**src/rtl/exec_seq_pkg.sv**
```systemverilog
// exec_seq_pkg
//   Shared definitions for the instruction-execution sequencer:
//   sequencer state encoding, the default NOP word (RV32I addi x0,x0,0)
//   and the width helper used for FIFO occupancy counters.
package exec_seq_pkg;

    typedef enum logic [1:0] {
        IDLE = 2'd0,
        EXEC = 2'd1,
        DUMP = 2'd2
    } seq_state_t;

    localparam logic [31:0] NOP_DEFAULT = 32'h0000_0013;

    // Occupancy counters must represent 0..depth inclusive.
    function automatic int cnt_w(input int depth);
        return $clog2(depth + 1);
    endfunction

endpackage

```
**src/rtl/exec_sequencer_fifo.sv**
```systemverilog
// inst_fifo
//   Synchronous first-word-fall-through FIFO for received instructions.
//   rdata always shows the head entry; pop consumes it on the rising edge.
//   Push and pop in the same cycle are both honoured, including when full
//   (the slot freed by the pop is reused). Pushing into a full FIFO without
//   a pop is ignored here; the owner decides how to report that.
//
// Ports
//   clk    in   clock, rising edge
//   rst    in   synchronous active-high reset (empties the FIFO)
//   push   in   write wdata at the tail
//   pop    in   consume the head entry
//   wdata  in   INST_W  data to write
//   rdata  out  INST_W  head entry (valid while !empty)
//   count  out  occupancy, 0..FIFO_DEPTH
//   full   out  count == FIFO_DEPTH
//   empty  out  count == 0
module inst_fifo
    import exec_seq_pkg::*;
#(
    parameter int INST_W     = 32,
    parameter int FIFO_DEPTH = 4
) (
    input  logic                            clk,
    input  logic                            rst,
    input  logic                            push,
    input  logic                            pop,
    input  logic [INST_W-1:0]               wdata,
    output logic [INST_W-1:0]               rdata,
    output logic [cnt_w(FIFO_DEPTH)-1:0]    count,
    output logic                            full,
    output logic                            empty
);

    localparam int CNT_W = cnt_w(FIFO_DEPTH);
    localparam int PTR_W = $clog2(FIFO_DEPTH);

    logic [INST_W-1:0] mem [FIFO_DEPTH];
    logic [PTR_W-1:0]  wr_ptr;
    logic [PTR_W-1:0]  rd_ptr;
    logic              push_ok;
    logic              pop_ok;

    assign full  = (count == CNT_W'(FIFO_DEPTH));
    assign empty = (count == '0);
    assign rdata = mem[rd_ptr];

    assign pop_ok  = pop && !empty;
    assign push_ok = push && (!full || pop_ok);

    // Depth is a power of two, so the pointers wrap on their own.
    always_ff @(posedge clk) begin
        if (rst) begin
            wr_ptr <= '0;
            rd_ptr <= '0;
            count  <= '0;
        end else begin
            if (push_ok) begin
                mem[wr_ptr] <= wdata;
                wr_ptr      <= wr_ptr + 1'b1;
            end
            if (pop_ok) begin
                rd_ptr <= rd_ptr + 1'b1;
            end
            case ({push_ok, pop_ok})
                2'b10:   count <= count + 1'b1;
                2'b01:   count <= count - 1'b1;
                default: count <= count;
            endcase
        end
    end

endmodule

```
**src/rtl/exec_sequencer.sv**
```systemverilog
// exec_sequencer
//   Buffers instructions from the UART receiver and runs each one on the
//   processor through a cpu_en window of EXEC_CYCLES cycles. The instruction
//   is presented for the first HOLD_CYCLES cycles of the window and NOP for
//   the rest. After a window the sequencer requests a register-file dump and
//   waits for the transmitter's dump_ready. Instructions arriving with the
//   queue full are dropped and flagged in the sticky overflow bit.
//
//   Optional feature macro: EXEC_SEQ_BATCH_EN
//     defined   - queued instructions run back-to-back with cpu_en held high;
//                 one dump is requested once the queue has drained.
//     undefined - a dump follows every instruction.
//
// Ports
//   clk         in   clock, rising edge
//   rst         in   synchronous active-high reset; aborts and flushes
//   inst_valid  in   one-cycle strobe, inst_data holds an instruction
//   inst_data   in   INST_W  received instruction
//   inst_ready  out  queue not full (informational, receiver cannot stall)
//   cpu_en      out  processor clock enable (registered)
//   inst_out    out  INST_W  instruction word to processor (registered)
//   dump_req    out  register-file dump request (registered)
//   dump_ready  in   transmitter accepts the dump
//   busy        out  sequencer active or queue not empty
//   overflow    out  sticky, an instruction was dropped
//   fifo_count  out  queue occupancy
//
// state | meaning
// ------+----------------------------------------------------------
// IDLE  | waiting; pops the queue head as soon as one is available
// EXEC  | window running, cyc counts 0..EXEC_CYCLES-1
// DUMP  | requesting a register dump until dump_ready is sampled
//
// Every registered output is decoded from the state of the previous cycle,
// so cpu_en, inst_out and dump_req trail the state register by one clock.
module exec_sequencer
    import exec_seq_pkg::*;
#(
    parameter int                INST_W      = 32,
    parameter int                FIFO_DEPTH  = 4,
    parameter int                EXEC_CYCLES = 10,
    parameter int                HOLD_CYCLES = 2,
    parameter logic [INST_W-1:0] NOP         = INST_W'(NOP_DEFAULT)
) (
    input  logic                            clk,
    input  logic                            rst,
    input  logic                            inst_valid,
    input  logic [INST_W-1:0]               inst_data,
    output logic                            inst_ready,
    output logic                            cpu_en,
    output logic [INST_W-1:0]               inst_out,
    output logic                            dump_req,
    input  logic                            dump_ready,
    output logic                            busy,
    output logic                            overflow,
    output logic [cnt_w(FIFO_DEPTH)-1:0]    fifo_count
);

    localparam int             CYC_W    = $clog2(EXEC_CYCLES);
    localparam logic [CYC_W-1:0] LAST_CYC = CYC_W'(EXEC_CYCLES - 1);
    localparam logic [CYC_W-1:0] HOLD_CYC = CYC_W'(HOLD_CYCLES);

    if (FIFO_DEPTH < 2 || (FIFO_DEPTH & (FIFO_DEPTH - 1)) != 0) begin : g_bad_depth
        $error("exec_sequencer: FIFO_DEPTH must be a power of two and at least 2");
    end
    if (EXEC_CYCLES < 2) begin : g_bad_exec
        $error("exec_sequencer: EXEC_CYCLES must be at least 2");
    end
    if (HOLD_CYCLES < 1 || HOLD_CYCLES >= EXEC_CYCLES) begin : g_bad_hold
        $error("exec_sequencer: HOLD_CYCLES must satisfy 1 <= HOLD_CYCLES < EXEC_CYCLES");
    end

    seq_state_t         state;
    seq_state_t         state_next;
    logic [CYC_W-1:0]   cyc;
    logic [INST_W-1:0]  inst_reg;
    logic               last_cyc;
    logic               pop;
    logic               push;
    logic               drop;
    logic [INST_W-1:0]  fifo_rdata;
    logic               fifo_full;
    logic               fifo_empty;

    inst_fifo #(
        .INST_W     (INST_W),
        .FIFO_DEPTH (FIFO_DEPTH)
    ) u_fifo (
        .clk   (clk),
        .rst   (rst),
        .push  (push),
        .pop   (pop),
        .wdata (inst_data),
        .rdata (fifo_rdata),
        .count (fifo_count),
        .full  (fifo_full),
        .empty (fifo_empty)
    );

    // A pop in the same cycle frees a slot, so a full queue still accepts.
    assign push = inst_valid && (!fifo_full || pop);
    assign drop = inst_valid && fifo_full && !pop;

    assign last_cyc   = (cyc == LAST_CYC);
    assign inst_ready = !rst && !fifo_full;
    assign busy       = (state != IDLE) || !fifo_empty;

    always_ff @(posedge clk) begin
        if (rst) begin
            state <= IDLE;
        end else begin
            state <= state_next;
        end
    end

    always_comb begin
        state_next = state;
        pop        = 1'b0;
        case (state)
            IDLE: begin
                if (!fifo_empty) begin
                    pop        = 1'b1;
                    state_next = EXEC;
                end
            end
            EXEC: begin
                if (last_cyc) begin
`ifdef EXEC_SEQ_BATCH_EN
                    // Chain straight into the next window; cyc restarts on pop.
                    if (!fifo_empty) begin
                        pop = 1'b1;
                    end else begin
                        state_next = DUMP;
                    end
`else
                    state_next = DUMP;
`endif
                end
            end
            DUMP: begin
                if (dump_ready) begin
                    state_next = IDLE;
                end
            end
            default: begin
                state_next = IDLE;
            end
        endcase
    end

    always_ff @(posedge clk) begin
        if (rst) begin
            cyc      <= '0;
            inst_reg <= NOP;
            cpu_en   <= 1'b0;
            inst_out <= NOP;
            dump_req <= 1'b0;
            overflow <= 1'b0;
        end else begin
            if (pop) begin
                inst_reg <= fifo_rdata;
                cyc      <= '0;
            end else if (state == EXEC && !last_cyc) begin
                cyc <= cyc + 1'b1;
            end
            cpu_en   <= (state == EXEC);
            inst_out <= (state == EXEC && cyc < HOLD_CYC) ? inst_reg : NOP;
            dump_req <= (state == DUMP);
            if (drop) begin
                overflow <= 1'b1;
            end
        end
    end

endmodule

```
**config.mk**
```make
export PLATFORM = sky130hd
export DESIGN_NAME = exec_sequencer
export DESIGN_NICKNAME = d
export VERILOG_FILES = /design/src/rtl/exec_seq_pkg.sv /design/src/rtl/exec_sequencer_fifo.sv /design/src/rtl/exec_sequencer.sv
export SDC_FILE = /design/constraint.sdc
export NUM_CORES = 1
export LEC_CHECK = 0
export CAP_MARGIN = 20
export CORE_MARGIN = 1
export CORE_UTILIZATION = 45
export CTS_CLUSTER_DIAMETER = 200
export CTS_CLUSTER_SIZE = 24
export DETAILED_ROUTE_END_ITERATION = 16
export PLACE_DENSITY = 0.76
export SETUP_SLACK_MARGIN = 0.02
export SYNTH_ARGS = -nofsm -noshare
export SYNTH_HDL_FRONTEND = slang
export SYNTH_SLANG_ARGS = --single-unit
```
**constraint.sdc**
```tcl
create_clock -name clk -period 7.6 [get_ports clk]
set_input_delay 1.9 -clock clk [delete_from_list [all_inputs] [get_ports clk]]
set_output_delay 1.9 -clock clk [all_outputs]
set_load 0.02 [all_outputs]
```
==> results.txt, run 1 <==
* Total number of vias: 3,573
* Fin util: 54.4%
- After synthesis, the share of flip-flops with an asynchronous set or reset is 0%.
- Of the cells placed in the final design, the portion with a size suffix greater than 1 is 13.7%.
- Routability congestion estimate: 0.678
* Post-CTS setup buffer count: 0
- Clock skew after layout: 0.0153 ns
- Walking the worst path, the cells encountered are clkdlybuf4s50_1 > buf_4 > nor2_1 > clkdlybuf4s50_1.
* HPWL after detailed placement: 7.61 mm
* Starting density of the core: 46.1%
- Power Dens Cells: 306 nW/µm²
* Top Ports: 76
- RSZ-0062 raised after global routing: false
- No sink is reached through more buffers than the 3 on the longest clock path.
* Ys Warns: 0
* CP Launch Type: input port
- Headroom to the max-slew limit came out at 32.9%.
- CP Data Arrival Time: 3.28 ns
* Setup CP Type: input port to output port
* Static Leak: 2.88 nW
* Synth Register Bits: 208
- After detailed routing, the number of vias per cell comes to 5.08.
- Worst Tran Pin Value: 1.00 ns
- TritonCTS built the clock tree.
* Class of the most critical hold timing path: flip-flop to flip-flop
* Number of filler cells placed in the layout: 1,256
- Worst IR Drop VDD: 0.000186 V
- PortBufs: 75
- Clock-pin slew was measured on the worst setup and hold paths at 0.09 ns.
* Final wirelength: 12.2 mm
- Highest clock frequency the design can meet: 193 MHz
- The initial antenna violation count was 0.
- Net count after synthesis: 451
* Antenna diodes: 0
- The worst path in the final design needs a cycle of 5.18 ns, including I/O delays and setup.
* Maximum level of the CTS H-tree: 1
- The die is 130 µm wide.
- Max FFs per register: 128
- Via count of the first global-routing pass: 3,504
* Average instance area after synthesis: 18.1 µm²
* Cell repeated most along the worst path: clkdlybuf4s50_1
* Post-Route Setup TNS: 0 ns
* Global Route Usage Sum: 14.9%
- Counting flops with a built-in enable in the synthesized netlist gives 128.
* Top Family by Delay on Critical Path: buffers and inverters
* Std cell rows: 46
- The cell area that synthesis handed to floorplanning was 7350 µm².
* Clock latency at the later pin of the worst-skew pair: 0.46 ns
- Unique masters post-synth: 43
- The first detailed-routing pass ran for 4 iterations.
* Combined flip-flop and latch cell area: 5450 µm²
- Global-route wire length before repair: 18.8 mm
- After detailed routing, the average wire length per cell comes to 17.4 µm.
- Syn Inst Count: 407
- Worst setup slack after placement: 2.42 ns
- Summed over all layers, the global routing overflow is 0.
- Of the synthesized area, sequential elements account for 74.1%.
- In this design, the stage delay of the slowest critical-path cell is 0.55 ns.
* Area of the multi-input gates: 1760 µm²
- Buffers inserted during clock tree synthesis total 12.
- CTS sink cnt: 208
- Across the run, the number of max-cap violations was 0.
- In this run the worst path has a maximum fanout of 25.
- Net count reported at finish: 526
* Setup slack of the critical path after layout: 2.42 ns
* Number of DRC markers after the initial detailed-route iteration: 207
- The tree is rooted in a clkbuf_16.
- Entering global routing, the biggest net connects 35 pins.
- The number of hold buffers added after CTS was 0.
- Final Slew Violations: 0
- Synth-to-layout area growth: 18.0%
- Highest-delay cell along the critical path: clkdlybuf4s50_1
- The worst path uses 68.1% of the clock period.
* Die area: 16,800 µm²
* CTS-repair resized insts: 0
- Hold violation count in the final report: 0
* Number of nets still failing antenna checks after routing: 0
- After detailed routing, the number of remaining DRC violations is 0.
- Category of the worst setup path capture point: output port
- CP Buf/Inv Count: 3
* Outcome: finished clean
- Most used flip-flop cell after synthesis: edfxtp_1
- Endpoints failing setup: 0
* Die height: 130 µm
- In this run the standard cell core region covers 15,900 µm².
* Data required time of the critical path: 5.70 ns
power breakdown:
group / switching (W) / internal, W
clock network: 0.000335 / 0.000320
logic: 0.000283 / 0.000286
registers: 0.0000990 / 0.00133
through the flow:
| stage | cells | hold WS, ns | power, W | area (µm²) |
|---|---|---|---|---|
| 3_3_place_gp | 684 | 0.437 | 0.00201 | 8320 |
| 3_5_place_dp | 684 | 0.432 | 0.00204 | 8320 |
| 2_1_floorplan | 407 | 0.416 | 0.00186 | 7350 |
| 5_1_grt | 704 | 0.474 | 0.00279 | 8670 |
| 4_1_cts | 704 | 0.457 | 0.00269 | 8670 |
| 6_report | 704 | 0.452 | 0.00266 | 8670 |
placed cells by master, fill, tap and decap left out, types with 8 or more instances in the layout:
cell type,instances
dfxtp_1,78
and2_1,29
edfxtp_1,128
a22o_1,29
or3_1,8
nor2_1,14
mux4_2,32
inv_1,8
clkbuf_16,13
clkdlybuf4s50_1,75
Yosys cell counts (2+ instances only):
master | instances | share of area [%]
inv_1 | 8 | 0.41
nand2b_1 | 4 | 0.34
a311oi_1 | 2 | 0.24
buf_2 | 5 | 0.34
buf_6 | 6 | 0.92
or3_1 | 8 | 0.68
buf_4 | 3 | 0.31
o21ai_0 | 5 | 0.34
ha_1 | 7 | 1.2
nor3b_1 | 5 | 0.51
clkbuf_1 | 6 | 0.31
dfxtp_1 | 80 | 22
a21oi_1 | 7 | 0.48
nor2_1 | 14 | 0.72
nor3_2 | 2 | 0.27
and2_1 | 29 | 2.5
xor2_1 | 2 | 0.24
a22o_1 | 29 | 3.5
edfxtp_1 | 128 | 52
o22a_1 | 3 | 0.36
mux4_2 | 32 | 9.8
worst register-to-register path, stage by stage (launching register included):
cell and delay, ns:
dfxtp_1 0.34, or2_1 0.34, a21boi_2 0.26, inv_2 0.11, nor3b_2 0.83, buf_4 0.47
worst paths after layout:
path | from | endpoint | slack (ns) | cells after the start
worst min register to register | inst_reg[4] | inst_out[4] | 0.45 | 1
worst max-delay path | rst | inst_ready | 2.42 | 4
worst max register to register | state[0] | u_fifo.mem[2][29] | 4.90 | 5
worst min-delay path | inst_reg[4] | inst_out[4] | 0.45 | 1
kinds of logic (layout without fill, tap and decap cells):
logic type	Yosys count	after routing	share of synthesized area, %
and+or+nand+nor	72	72	6.06
DFF	208	208	74.1
muxes	34	34	10.1
buffers and inverters	30	111	2.38
adders and majority gates	8	8	1.46
AOI/OAI and AO/OA	53	53	5.67
xor gates and xnor gates	2	2	0.238
final cells by class:
| cell class | instances | share of cell area (%) |
|---|---|---|
| tap | 216 | 3.12 |
| multi-input combinational | 169 | 20.3 |
| timing repair buffer | 82 | 9.26 |
| clock inverter | 1 | 0.101 |
| sequential | 208 | 62.8 |
| clock buffer | 19 | 4.01 |
| inverter | 9 | 0.389 |
routing by layer:
layer  share of wire [%]  GRT usage [%]
met1                  42           19.2
met2                  50           25.5
met3                 5.6           2.62
met4                 2.6           4.99
met5                   0              0
(Power assumes the default switching activity.)
==> inputs of run 2 (changes only) <==
--- a/config.mk
+++ b/config.mk
@@ -11,7 +11,7 @@
 export CTS_CLUSTER_DIAMETER = 200
 export CTS_CLUSTER_SIZE = 24
 export DETAILED_ROUTE_END_ITERATION = 16
-export PLACE_DENSITY = 0.76
+export PLACE_DENSITY = 0.78
 export SETUP_SLACK_MARGIN = 0.02
 export SYNTH_ARGS = -nofsm -noshare
 export SYNTH_HDL_FRONTEND = slang
==> constraint.sdc (replaced) <==
create_clock -name clk -period 4.5 [get_ports clk]
set_input_delay 1.125 -clock clk [delete_from_list [all_inputs] [get_ports clk]]
set_output_delay 1.125 -clock clk [all_outputs]
set_load 0.02 [all_outputs]
==> results.txt, run 2 (same netlist as run 1, synthesis figures left out) <==
- The run finished with clean final reports.
- Power Dens Cells: 519 nW/µm² (+69%)
- Category of the worst setup path capture point: output port
- The aggregate routed wire length was 12.6 mm (+3.1%).
* Die height: 130 µm (unchanged)
- The floorplan die area came to 16,800 µm² (unchanged).
- The min-delay analysis places its worst path in the category flip-flop to flip-flop.
* Beginning of the worst hold path: inst_reg[23]
* Die boundary width: 130 µm (unchanged)
* Max FFs per register: 128 (unchanged)
- The cell area after placement came to 8320 µm² (unchanged).
- The detailed-route via count was 3,696 (+3.4%).
- The transition time at the pin with the least slew margin came to 0.941 ns (-0.0611 ns).
* Number of buffers created by CTS: 12 (unchanged)
- Post-route design area: 8670 µm² (unchanged)
- Setup repair after global routing left no endpoint under its margin.
- Max incr delay on CP: 0.63 ns (+0.08 ns)
- Clock latency at the later pin of the worst-skew pair: 0.46 ns (about the same)
- The post-synthesis to final-layout area growth was 18.0% (unchanged).
* Logic depth of the worst register-to-register path: 9 (+4)
- Post-route worst hold slack: 0.459 ns (+0.00767 ns)
* Starting density of the core: 46.1% (unchanged)
- Final Slew Violations: 0 (unchanged)
- Post-Route Setup TNS: 0 ns (unchanged)
* Routability congestion estimate: 0.745 (+9.8%)
* Worst Hold Path EP: inst_out[23]
- The highest net fanout along the worst path was 2 (-92%).
* Static Leak: 2.88 nW (unchanged)
- Per-cell via count in the routed design: 5.25 (+3.4%)
- Max-capacitance violation count: 0 (unchanged)
- Tmin final: 3.44 ns
* Buffer cell driving the clock tree root: clkbuf_16
* Antenna diodes: 0 (unchanged)
- The peak supply drop is 0.000218 V (+17%).
- The sum of overflow across all layers after global routing came to 0 (unchanged).
- The number of buffers inserted by port buffering was 75 (unchanged).
- The worst reg-to-reg setup slack was 2.06 ns (-2.84 ns).
* Wirelength per Cell: 17.9 µm (+3.1%)
- In this run the critical register-to-register path is launched from u_fifo.count[2].
- Net count reported at finish: 526 (unchanged)
- Hold-fix buffer count after cts: 0 (unchanged)
- Cells along the critical path: clkdlybuf4s50_1 > nor2_1 > clkdlybuf4s50_1
- In this run the critical register-to-register path is captured at u_fifo.count[2].
* Hold violation count in the final report: 0 (unchanged)
* Global Route Usage Sum: 15.5% (+0.66 points)
- The placed wire-length estimate came to 7.78 mm (+2.2%).
- Clk buf depth: 3 (unchanged)
* Antenna violations before repair: 0 (unchanged)
* Maximum level of the CTS H-tree: 1 (unchanged)
- Std-Cell Core Area: 15,900 µm² (unchanged)
* Maximum number of pins on one net before global-route repair: 35 (unchanged)
- Data required time of the critical path: 3.38 ns (-2.32 ns)
- Number of filler cells placed in the layout: 1,256 (unchanged)
- Max_slew headroom: 37.1% (+4.2 points)
* Cell count after placement: 684 (unchanged)
- The number of nets with antenna violations after detailed routing came to 0 (unchanged).
- The final-report setup violation count was 0 (unchanged).
- The worst path uses 76.4% of the clock period.
- CP Data Arrival Time: 2.31 ns (-0.97 ns)
- STA classifies the critical path startpoint as an input port.
- The fraction of final layout cells sized beyond drive strength 1 is 13.7% (unchanged).
- CTS-repair resized insts: 0 (unchanged)
- The number of standard cells in the final layout excluding fillers came to 704 (unchanged).
- Setup CP Type: input port to output port
- CTS sink cnt: 208 (unchanged)
* Global-route wire length before repair: 19.7 mm (+4.7%)
- Std cell rows: 46 (unchanged)
- Top Ports: 76 (unchanged)
* Commonest cells after routing, fill and taps aside: 128 x edfxtp_1, 78 x dfxtp_1, 75 x clkdlybuf4s50_1
- The number of detailed-routing iterations run before antenna repair was 4 (unchanged).
* Via count of the first global-routing pass: 3,803 (+8.5%)
- Clock tree from TritonCTS: built
- Leading cell type in the layout, fill and taps excluded: edfxtp_1
- Cell repeated most along the worst path: clkdlybuf4s50_1
- Post-CTS setup buffer count: 0 (unchanged)
* Worst hold path cell count: 1 (unchanged)
- DRC viols: 0 (unchanged)
- For this run, the top clock speed supported by timing is 291 MHz.
- The number of DRC violations after detailed-routing iteration 0 was 193 (-6.8%).
* Highest-delay cell along the critical path: clkdlybuf4s50_1
* Clock skew after layout: 0.0105 ns (-0.00481 ns)
- The clock transition time at the flip-flop clock pins of the worst setup and hold paths was 0.09 ns (about the same).
-- run 2: worst max-delay path by stage --
stage / start / end / slack [ns] / cells past startpoint
4_1_cts: rst / inst_ready / 1.08 / 3
2_1_floorplan: inst_valid / u_fifo.mem[1][0] / 0.21 / 3
3_3_place_gp: rst / inst_ready / 1.11 / 3
5_1_grt: rst / inst_ready / 1.04 / 3
3_5_place_dp: rst / inst_ready / 1.09 / 3
6_report: rst / inst_ready / 1.06 / 3
-- run 2: layout make-up --
cell class | count | area [µm²] | area share [%]
inverters | 9 | 33.8 | 0.389
well taps | 216 | 270 | 3.12
clock inverters | 1 | 8.76 | 0.101
flip-flops and latches | 208 | 5450 | 62.8
repair buffers | 82 | 803 | 9.26
multi-input cells | 169 | 1760 | 20.3
clock buffers | 19 | 348 | 4.01
-- run 2: power breakdown --
part | total (W) | leakage (nW) | internal (W) | switching, W
clock network | 0.00110 | 0.172 | 0.000541 | 0.000558
registers | 0.00242 | 1.81 | 0.00225 | 0.000166
logic | 0.000981 | 0.895 | 0.000483 | 0.000498
-- run 2: through the flow --
step                      utilization [%]  setup WS (ns)  total power (W)
final                                54.4           1.06          0.00450
after global routing                 54.4           1.04          0.00471
after CTS                            54.4           1.08          0.00454
after detailed placement             52.2           1.09          0.00346
after global placement               52.2           1.11          0.00340
after floorplan                         -          0.209          0.00315
-- run 2: layer usage --
layer / vias up / global-route usage (%) / part of all wire (%)
li1: 1708 / - / -
met1: 1873 / 18.9 / 41
met2: 97 / 28.2 / 52
met3: 18 / 2.46 / 4.8
met4: 0 / 4.99 / 2.0
met5: - / 0 / 0
-- run 2: critical path, delay by kind of cell --
family / cells / cell delay (ns)
AND/OR/NAND/NOR: 1 / 0.13
buffers and inverters: 2 / 1.06
